--- src/rtl/k_fifo_ctrl_if.sv ---
// Handshake and RAM address bundle between a FIFO controller and its producer/consumer.
// The master side offers and takes words; the slave side is the controller.
interface k_fifo_ctrl_if #(
  parameter int addr_bits = 1
);
  logic                 wr_valid;
  logic                 wr_ready;
  logic                 rd_valid;
  logic                 rd_ready;
  logic                 wen;
  logic [addr_bits-1:0] waddr;
  logic [addr_bits-1:0] raddr;

  modport master (
    output wr_valid, rd_ready,
    input  wr_ready, rd_valid, wen, waddr, raddr
  );

  modport slave (
    input  wr_valid, rd_ready,
    output wr_ready, rd_valid, wen, waddr, raddr
  );
endinterface

--- src/rtl/k_fifo_ctrl.sv ---
// Pointer/occupancy controller for a dual-port FIFO RAM with combinational read path.
// Define K_FIFO_CTRL_ERR_EN to build the sticky overflow/underflow error flags.
module k_fifo_ctrl #(
  parameter int addr_bits = 1
) (
  input  logic               clk,
  input  logic               rst_n,
  k_fifo_ctrl_if.slave       bus,
  output logic [addr_bits:0] count,
  output logic               full,
  output logic               empty,
  input  logic               err_clr,
  output logic               ovf_err,
  output logic               udf_err
);
  localparam logic [addr_bits:0] depth = {1'b1, {addr_bits{1'b0}}};

  logic [addr_bits-1:0] wptr;
  logic [addr_bits-1:0] rptr;
  logic                 push;
  logic                 pop;

  assign full  = (count == depth);
  assign empty = (count == '0);

  // Handshakes depend only on registered occupancy, so wr_valid never reaches rd_valid.
  assign bus.wr_ready = rst_n & ~full;
  assign bus.rd_valid = rst_n & ~empty;
  assign push         = bus.wr_valid & bus.wr_ready;
  assign pop          = bus.rd_valid & bus.rd_ready;
  assign bus.wen      = push;
  assign bus.waddr    = wptr;
  assign bus.raddr    = rptr;

  always_ff @(posedge clk) begin
    if (!rst_n) begin
      wptr  <= '0;
      rptr  <= '0;
      count <= '0;
    end else begin
      if (push) wptr <= wptr + addr_bits'(1);
      if (pop)  rptr <= rptr + addr_bits'(1);
      case ({push, pop})
        2'b10:   count <= count + (addr_bits+1)'(1);
        2'b01:   count <= count - (addr_bits+1)'(1);
        default: count <= count;
      endcase
    end
  end

`ifdef K_FIFO_CTRL_ERR_EN
  // A new error in the clearing cycle takes priority over err_clr.
  always_ff @(posedge clk) begin
    if (!rst_n) begin
      ovf_err <= 1'b0;
      udf_err <= 1'b0;
    end else begin
      if (bus.wr_valid && full) ovf_err <= 1'b1;
      else if (err_clr)         ovf_err <= 1'b0;
      if (bus.rd_ready && empty) udf_err <= 1'b1;
      else if (err_clr)          udf_err <= 1'b0;
    end
  end
`else
  logic unused_err_clr;
  assign unused_err_clr = err_clr;
  assign ovf_err        = 1'b0;
  assign udf_err        = 1'b0;
`endif
endmodule

--- src/flat_wrapper.sv ---
// flat-port wrapper written by rule: the top's interface ports become plain ports
module k_fifo_ctrl_flat 
#(
  parameter int addr_bits = 1
)
  (clk, rst_n, count, full, empty, err_clr, ovf_err, udf_err, bus_wr_valid, bus_rd_ready, bus_wr_ready, bus_rd_valid, bus_wen, bus_waddr, bus_raddr);
  k_fifo_ctrl_if #(.addr_bits(addr_bits)) bus_i ();
  input  logic clk;
  input  logic rst_n;
  output logic [addr_bits:0] count;
  output logic full;
  output logic empty;
  input  logic err_clr;
  output logic ovf_err;
  output logic udf_err;
  input wire logic [$bits(bus_i.wr_valid)-1:0] bus_wr_valid;
  input wire logic [$bits(bus_i.rd_ready)-1:0] bus_rd_ready;
  output wire logic [$bits(bus_i.wr_ready)-1:0] bus_wr_ready;
  output wire logic [$bits(bus_i.rd_valid)-1:0] bus_rd_valid;
  output wire logic [$bits(bus_i.wen)-1:0] bus_wen;
  output wire logic [$bits(bus_i.waddr)-1:0] bus_waddr;
  output wire logic [$bits(bus_i.raddr)-1:0] bus_raddr;
  assign bus_i.wr_valid = bus_wr_valid;
  assign bus_i.rd_ready = bus_rd_ready;
  assign bus_wr_ready = bus_i.wr_ready;
  assign bus_rd_valid = bus_i.rd_valid;
  assign bus_wen = bus_i.wen;
  assign bus_waddr = bus_i.waddr;
  assign bus_raddr = bus_i.raddr;
  k_fifo_ctrl #(.addr_bits(addr_bits)) u_core (.clk(clk), .rst_n(rst_n), .bus(bus_i), .count(count), .full(full), .empty(empty), .err_clr(err_clr), .ovf_err(ovf_err), .udf_err(udf_err));
endmodule
--- config.mk ---
export PLATFORM = sky130hd
export DESIGN_NAME = k_fifo_ctrl_flat
export DESIGN_NICKNAME = d
export VERILOG_FILES = /design/src/rtl/k_fifo_ctrl_if.sv /design/src/rtl/k_fifo_ctrl.sv /design/src/flat_wrapper.sv
export SDC_FILE = /design/constraint.sdc
export NUM_CORES = 1
export LEC_CHECK = 0
export BUFFER_PORTS_ARGS = -buffer_cell sky130_fd_sc_hd__buf_4
export CORE_AREA = 2 2 39 41
export CTS_CLUSTER_SIZE = 40
export DETAILED_ROUTE_END_ITERATION = 7
export DIE_AREA = 0 0 41 43
export PLACE_DENSITY = 0.4
export SETUP_SLACK_MARGIN = 0.2
export SLEW_MARGIN = 0
export SYNTH_ARGS = -nofsm -noshare
export SYNTH_HDL_FRONTEND = slang
export SYNTH_SLANG_ARGS = --single-unit
export TNS_END_PERCENT = 30
--- constraint.sdc ---
create_clock -name clk -period 1.7 [get_ports clk]
set_input_delay 0.17 -clock clk [delete_from_list [all_inputs] [get_ports clk]]
set_output_delay 0.17 -clock clk [all_outputs]
set_load 0.01 [all_outputs]
==> results of run 1 <==
-- flip-flops by register name (all words and copies together) (netlist names) --
signal / flops
u_core.count: 2
u_core.bus.raddr: 1
u_core.bus.waddr: 1
-- metrics by stage --
stage	cell area, um2	std cells
after global placement	374	56
after floorplan	279	30
after detailed placement	374	56
after global routing	408	61
final	408	61
after CTS	408	61
-- cells by family after synthesis --
kind of cell / Yosys count / share of synthesized area, %
simple gates: 10 / 25.5
compound gates: 5 / 12.5
buf+inv: 5 / 10.9
flops: 4 / 33.3
xor+xnor: 3 / 10.9
fa+ha+maj: 1 / 5.21
other cells: 1 / 1.56
-- metal layers --
metal / track usage [%] / vias up / wire length (um)
met1: 7.03 / 99 / 207
met2: 8.75 / 12 / 246
met3: 6.28 / 2 / 66
li1: - / 120 / -
met4: 6.00 / 0 / 4
met5: 0 / - / 0
-- cell usage in the layout (no fill, tap or decap), drive strengths merged --
cell type,count
conb,2
nor2,1
buf,13
and2,4
xnor2,3
inv,3
or3,2
clkbuf,4
nor2b,1
o21ai,3
ha,1
or2b,1
dfxtp,4
a21boi,2
and3,1
-- cell type report --
type                            count  area (um2)
Multi-Input combinational cell     21         165
Inverter                            3        11.3
Sequential cell                     4        87.6
Clock buffer                        4        26.3
Fill cell                         149         976
Tap cell                           16        20.0
Timing Repair Buffer               13        97.6
-- final timing paths --
kind | endpoint | slack (ns) | cells past startpoint
worst max-delay path | u_core.count[1]$_SDFFE_PN0P_ | 0.15 | 6
worst min-delay path | u_core.count[0]$_SDFFE_PN0P_ | 0.18 | 2
worst max register to register | u_core.count[1]$_SDFFE_PN0P_ | 0.15 | 6
worst min register to register | u_core.bus.waddr$_SDFFE_PN0P_ | 0.49 | 2
-- power groups by stage --
stage	combinational [mW]	sequential, mW	clock (mW)
2_1_floorplan	0.0708	0.131	0
3_3_place_gp	0.126	0.126	0
3_5_place_dp	0.127	0.127	0
4_1_cts	0.130	0.125	0.137
5_1_grt	0.141	0.127	0.145
6_report	0.128	0.125	0.130
==> results.yml, run 1 <==
critical_path:
  crit_arrival_ns: 1.72
  crit_required_ns: 1.87
  crit_path_max_incr_delay_ns: 0.37
  cp_slowest_cell: "dfxtp_4"
  path_buf_inv: 1
  worst-setup-path-type: "reg -> reg"
  cpLargestDelayFamily: "simple AND/OR/NAND/NOR gates"
  path_cells: "or2b_1, and3_4, inv_2, ha_4, or3_1, a21boi_1"
  cp-end-kind: "flop"
  r2r_start: "u_core.count[1]$_SDFFE_PN0P_"
  cp_max_fo: 6
  crit_start: "u_core.count[1]$_SDFFE_PN0P_"
  start_kind: "flop"
synth:
  yosysWarnings: 0
  synth_area_um2: 240
  yosysTopAreaCellShare_pct: 33.3
  synth_area_leaders: "dfxtp_1 (33%), xnor2_1 (11%), and2_1 (10%)"
  ys_types: 15
  synthCells: 29
  yosys_most_used_dff: "dfxtp_1"
  synth_largest_area_cell: "dfxtp_1"
  synth.yosys.seq_area_share_pct: 33.3
  yosys-top-cells-count: "and2_1 (4), dfxtp_1 (4), o21ai_0 (3), xnor2_1 (3)"
  synth_edf_count: 0
  async_flop_share_pct: 0
  avgSynthCellArea_um2: 8.28
  synth_seq_cells: 4
global_route:
  track_usage_pct: 7.11
  grt_pass1_wl_um: 752
  grt_antenna_before_repair: 0
  globalRouteOverflowTotal: 0
  grt_max_degree: 8
  grt_pass1_vias: 193
power_and_ir_drop:
  ir_worst_vdd_v: 0.000328
  p_sw_share_pct: 29.1
  power.internal_uw: 272
  p_per_area_nw_per_um2: 940
  power_frac_seq_pct: 32.7
  p_sw_uw: 111
  power_uw: 383
  pwr-share-clk_pct: 34.0
  combPwrFrac_pct: 33.3
  p_leak_nw: 0.184
timing:
  fin_setup_tns_ns: 0
  max_freq_ghz: 0.645
  period_needed_ns: 1.55
  drv_slew: 0
  hold-worst-slack_ns: 0.184
  final-setup-viol-count: 0
  finalWorstSetupSlack_ns: 0.151
  hold_viol_final: 0
  timing.final.crit_share_pct: 91.1
  skew_ns: 0.00456
  rsz0062_at_grt: "yes"
floorplanning:
  initial_core_util_pct: 17.4
  die_area_um2: 1760
  pin_count: 16
  die_w_um: 41
  die_h_um: 43
  coreArea_um2: 1380
  rows: 14
cts:
  cts_resized: 0
  htree_levels: 1
  clkLatencyLatePin_ns: 0.24
  clockRootBuffer: "clkbuf_4"
  clk_pin_slew_ns: 0.04
  cts_sinks: 4
  cts_max_path_buffers: 2
  post_cts.repair.setup_buffers: 1
  cts-buffers-inserted: 3
  cts-hold-fix-buffers: 0
  cts_tree: "built"
route:
  antenna_left: 0
  first_pass_iters: 2
  routed_wl_um: 525
  vias_per_cell: 3.82
  post_drt_wl_per_cell_um: 8.61
  dr.first_iter.drc_count: 3
  route.detailed.drc: 0
  via_count: 233
final_layout:
  layout.nets: 52
  drive_above_1_share_pct: 53.3
  antennaDiodeCount: 0
  fin_util_pct: 29.5
  syn_to_final_growth_pct: 69.8
min_path:
  hold_start: "rst_n"
  hold_path.class: "in -> reg"
place:
  numPortBuffers: 12
  place.gp.congestion: 0.660
  place_ws_ns: 0.121
  dp_hpwl_um: 428
job:
  drv_cap: 0
outcome:
  status: "finished clean"
(Power assumes the default switching activity.)
==> run 2: changes to the inputs <==
- PLACE_DENSITY: 0.4 -> 0.43
- SLEW_MARGIN: 0 -> unset
==> results.yml, run 2 (synthesis gave the netlist of run 1 again) <==
outcome:
  status: "finished clean"
floorplanning:
  coreArea_um2: 1380
  initial_core_util_pct: 17.4
  die_h_um: 43
  die_area_um2: 1760
  pin_count: 16
  die_w_um: 41
  rows: 14
critical_path:
  worst-path-stages: 6
  crit_path_max_incr_delay_ns: 0.36
  r2r_start: "u_core.count[1]$_SDFFE_PN0P_"
  critPathCapture: "u_core.count[1]$_SDFFE_PN0P_"
  r2r_end: "u_core.count[1]$_SDFFE_PN0P_"
  crit_required_ns: 1.86
  path_cells: "or2b_1, and3_4, inv_4, ha_4, or3_1, a21boi_1"
  cpLargestDelayFamily: "simple AND/OR/NAND/NOR gates"
  cp_max_fo: 3
  crit_start: "u_core.count[1]$_SDFFE_PN0P_"
  start_kind: "flop"
  worst-setup-path-type: "reg -> reg"
  path_buf_inv: 1
  rrSetupSlack_ns: 0.13
  cp-end-kind: "flop"
  cp_slowest_cell: "dfxtp_4"
  rr_worst_depth: 6
  crit_arrival_ns: 1.73
route:
  route.detailed.drc: 0
  dr.first_iter.drc_count: 1
  vias_per_cell: 3.83
  post_drt_wl_per_cell_um: 8.89
  via_count: 241
  first_pass_iters: 4
  antenna_left: 0
  routed_wl_um: 560
timing:
  rsz0062_at_grt: "yes"
  period_needed_ns: 1.57
  hold-worst-slack_ns: 0.187
  drv_slew: 0
  hold_viol_final: 0
  max_freq_ghz: 0.635
  finalWorstSetupSlack_ns: 0.125
  skew_ns: 0.00252
  final-setup-viol-count: 0
  timing.final.crit_share_pct: 92.6
  fin_setup_tns_ns: 0
global_route:
  track_usage_pct: 8.13
  grt_use_met1_pct: 9.97
  grt_max_degree: 8
  globalRouteOverflowTotal: 0
  grt_pass1_wl_um: 910
  grt_pass1_vias: 245
  busiest_layer: "met2"
  grt_antenna_before_repair: 0
  met2_usage_pct: 10.0
  use_met3_pct: 7.85
power_and_ir_drop:
  pwr-share-clk_pct: 32.7
  p_leak_nw: 0.195
  power.internal_uw: 280
  power_frac_seq_pct: 30.9
  p_sw_share_pct: 28.8
  combPwrFrac_pct: 36.4
  p_per_area_nw_per_um2: 922
  p_sw_uw: 113
  ir_worst_vdd_v: 0.000547
final_layout:
  layout.nets: 54
  syn_to_final_growth_pct: 77.1
  final_common_cell: "buf_4"
  drive_above_1_share_pct: 55.3
  final_cell_mix: "buf_4 (15), and2_1 (4), xnor2_1 (3), o21ai_0 (3), clkbuf_4 (3)"
  final_cells: 63
  antennaDiodeCount: 0
  top_register: "u_core.count"
  largest_register_ffs: 2
cts:
  cts_sinks: 4
  htree_levels: 1
  clk_pin_slew_ns: 0.04
  clockRootBuffer: "clkbuf_4"
  cts-buffers-inserted: 3
  cts-hold-fix-buffers: 0
  cts_max_path_buffers: 2
  clkLatencyLatePin_ns: 0.23
  cts_tree: "built"
place:
  dp_hpwl_um: 428
  dpl.cell_count: 56
  numPortBuffers: 12
  place_ws_ns: 0.101
  place.gp.congestion: 0.697
job:
  drv_cap: 0
min_path:
  hold_path.class: "in -> reg"
-- run 2: cell count changes in the layout (fill, tap and decap cells not counted) --
cell	delta
inv_2	-1
inv_4	+1
buf_4	+2
-- run 2: through the flow --
stage               util [%]  power [mW]  instance area [um2]
finish                  30.7       0.392                  425
global route            30.7       0.430                  425
CTS                     30.0       0.394                  415
detailed placement      27.0       0.255                  374
global placement        27.0       0.253                  374
floorplan                  -       0.201                  279
-- run 2: final cells by class --
cell class / instances / area, um2
Fill cell: 153 / 958
Multi-Input combinational cell: 21 / 165
Timing Repair Buffer: 15 / 113
Sequential cell: 4 / 87.6
Clock buffer: 4 / 26.3
Tap cell: 16 / 20.0
Inverter: 3 / 13.8
-- run 2: what timing repair did --
item | in CTS | in global routing
cloned | 0 | 0
buffers inserted | 2 | 1
pin swaps | 0 | 1
setup endpoints to repair | 1 | 1
gates resized for setup | 0 | 1
-- run 2: power by group through the flow --
stage	clock network [mW]	logic (mW)	registers, mW
2_1_floorplan	0	0.0708	0.131
3_3_place_gp	0	0.126	0.126
3_5_place_dp	0	0.128	0.127
4_1_cts	0.135	0.136	0.124
5_1_grt	0.148	0.159	0.123
6_report	0.128	0.143	0.121
-- run 2: routing by layer --
metal  vias to the layer above  part of all wire [%]
met5                         -                     0
met4                         0                     0
met3                         0                    12
met2                        15                    45
met1                       102                    43
li1                        124                     -
-- run 2: worst min path at each step --
stage	slack, ns	cells after the start	startpoint	to
2_1_floorplan	0.29	1	rst_n	u_core.count[0]$_SDFFE_PN0P_
6_report	0.19	2	rst_n	u_core.bus.raddr$_SDFFE_PN0P_
4_1_cts	0.19	2	rst_n	u_core.bus.raddr$_SDFFE_PN0P_
3_5_place_dp	0.43	2	rst_n	u_core.bus.raddr$_SDFFE_PN0P_
3_3_place_gp	0.44	2	rst_n	u_core.bus.raddr$_SDFFE_PN0P_
5_1_grt	0.19	2	rst_n	u_core.count[0]$_SDFFE_PN0P_
-- run 2: worst register-to-register path: stages, from the launching register on --
cell,delay (ns)
dfxtp_4,0.36
or2b_1,0.25
and3_4,0.17
inv_4,0.05
ha_4,0.19
or3_1,0.34
a21boi_1,0.14
==> run 3: changes to the inputs <==
- CELL_PAD_IN_SITES_DETAIL_PLACEMENT: unset -> 1
- CELL_PAD_IN_SITES_GLOBAL_PLACEMENT: unset -> 1
- PLACE_DENSITY: 0.43 -> 0.58
- SLEW_MARGIN: unset -> 20
- clock period: 1.7 -> 1.3 ns (I/O delays scaled with it)
==> results.yml, run 3 (synthesis gave the netlist of run 1 again) <==
timing:
  max_freq_ghz: 0.661
  finalWorstSetupSlack_ns: -0.212
  hold-worst-slack_ns: 0.154
  hold_viol_final: 0
  skew_ns: 0.00402
  timing.final.crit_share_pct: 116
  final-setup-viol-count: 4
  drv_slew: 0
  period_needed_ns: 1.51
  rsz0062_at_grt: "yes"
final_layout:
  final_cells: 67
  drive_above_1_share_pct: 58.8
  antennaDiodeCount: 0
  stdcell_area_um2: 463
  top_register: "u_core.count"
  largest_register_ffs: 2
  fin_util_pct: 33.5
  fillers: 172
  syn_to_final_growth_pct: 92.7
  layout.nets: 58
  final_cell_mix: "buf_4 (17), and2_1 (4), xnor2_1 (3), clkbuf_4 (3)"
  final_common_cell: "buf_4"
route:
  dr.first_iter.drc_count: 0
  route.detailed.drc: 0
  first_pass_iters: 1
  via_count: 258
  vias_per_cell: 3.85
  routed_wl_um: 535
  post_drt_wl_per_cell_um: 7.99
  antenna_left: 0
floorplanning:
  rows: 14
  coreArea_um2: 1380
  pin_count: 16
  die_h_um: 43
  die_w_um: 41
  die_area_um2: 1760
  initial_core_util_pct: 17.4
critical_path:
  cp-end-kind: "flop"
  crit_arrival_ns: 1.67
  r2r_start: "u_core.count[1]$_SDFFE_PN0P_"
  path_buf_inv: 1
  cp_slowest_cell: "dfxtp_4"
  cp_max_fo: 3
  worst-setup-path-type: "reg -> reg"
  start_kind: "flop"
  path_cells: "or2b_1, and3_4, inv_4, ha_4, or3_1, a21boi_1"
  crit_start: "u_core.count[1]$_SDFFE_PN0P_"
  crit_path_max_incr_delay_ns: 0.35
  crit_required_ns: 1.46
  cpLargestDelayFamily: "simple AND/OR/NAND/NOR gates"
cts:
  cts_max_path_buffers: 2
  clk_pin_slew_ns: 0.04
  cts_sinks: 4
  clkLatencyLatePin_ns: 0.23
  htree_levels: 1
  clockRootBuffer: "clkbuf_4"
  cts-hold-fix-buffers: 0
  cts-buffers-inserted: 3
  cts_tree: "built"
power_and_ir_drop:
  p_per_area_nw_per_um2: 1160
  ir_worst_vdd_v: 0.000668
  p_leak_nw: 0.216
place:
  dpl.cell_count: 63
  dpl_cell_area_um2: 427
  place.gp.congestion: 0.662
  numPortBuffers: 12
  dp_hpwl_um: 468
  place_ws_ns: -0.225
global_route:
  grt_pass1_wl_um: 855
  grt_antenna_before_repair: 0
  globalRouteOverflowTotal: 0
  grt_max_degree: 8
  grt_pass1_vias: 225
  track_usage_pct: 7.42
outcome:
  violations: "setup timing"
  status: "finished, violations left"
min_path:
  hold_path.class: "in -> reg"
  hold_start: "rst_n"
job:
  drv_cap: 0
==> run 3: changes by cell type in the layout (fill, tap and decap cells not counted) <==
cell     delta
buf_4       +2
buf_6       +2
o21ai_0     -1
o21ai_1     +1
==> run 3: final timing paths <==
check / end / slack, ns / cells after the start
setup / recovery: u_core.count[1]$_SDFFE_PN0P_ / -0.21 / 6
hold / removal: u_core.count[0]$_SDFFE_PN0P_ / 0.15 / 2
setup reg to reg: u_core.count[1]$_SDFFE_PN0P_ / -0.21 / 6
hold reg to reg: u_core.bus.waddr$_SDFFE_PN0P_ / 0.49 / 2
==> run 3: final cells by class <==
cell class                 count  area [um2]  share of cell area [%]
clock buffer                   4        26.3                    5.68
inverter                       3        13.8                    2.97
multi-input combinational     21         165                    35.7
sequential                     4        87.6                    18.9
tap                           16        20.0                    4.32
timing repair buffer          19         150                    32.4
==> run 3: what timing repair did <==
action | 4_1_cts | 5_1_grt
buffers inserted | 0 | 0
gates resized for setup | 2 | 2
endpoints found under the setup margin | 7 | 8
pin swaps | 1 | 1
==> run 3: stage by stage <==
step / power (mW) / setup TNS (ns)
after detailed placement: 0.372 / -0.409
after floorplan: 0.263 / -0.362
after CTS: 0.550 / -0.571
final: 0.539 / -0.512
after global placement: 0.371 / -0.395
after global routing: 0.585 / -0.768
==> run 3: per-layer routing <==
metal,up-vias,routed length (um),global-route usage (%)
met5,-,0,0
met4,0,0,0
met3,0,62,6.28
met2,15,211,10.0
met1,110,261,9.62
li1,133,-,-
==> run 3: where the power goes <==
| part | internal (mW) | switching [mW] | leakage [nW] |
|---|---|---|---|
| registers | 0.142 | 0.0142 | 0.0343 |
| clock network | 0.115 | 0.0522 | 0.0150 |
| logic | 0.131 | 0.0852 | 0.167 |
| total | 0.388 | 0.152 | 0.216 |
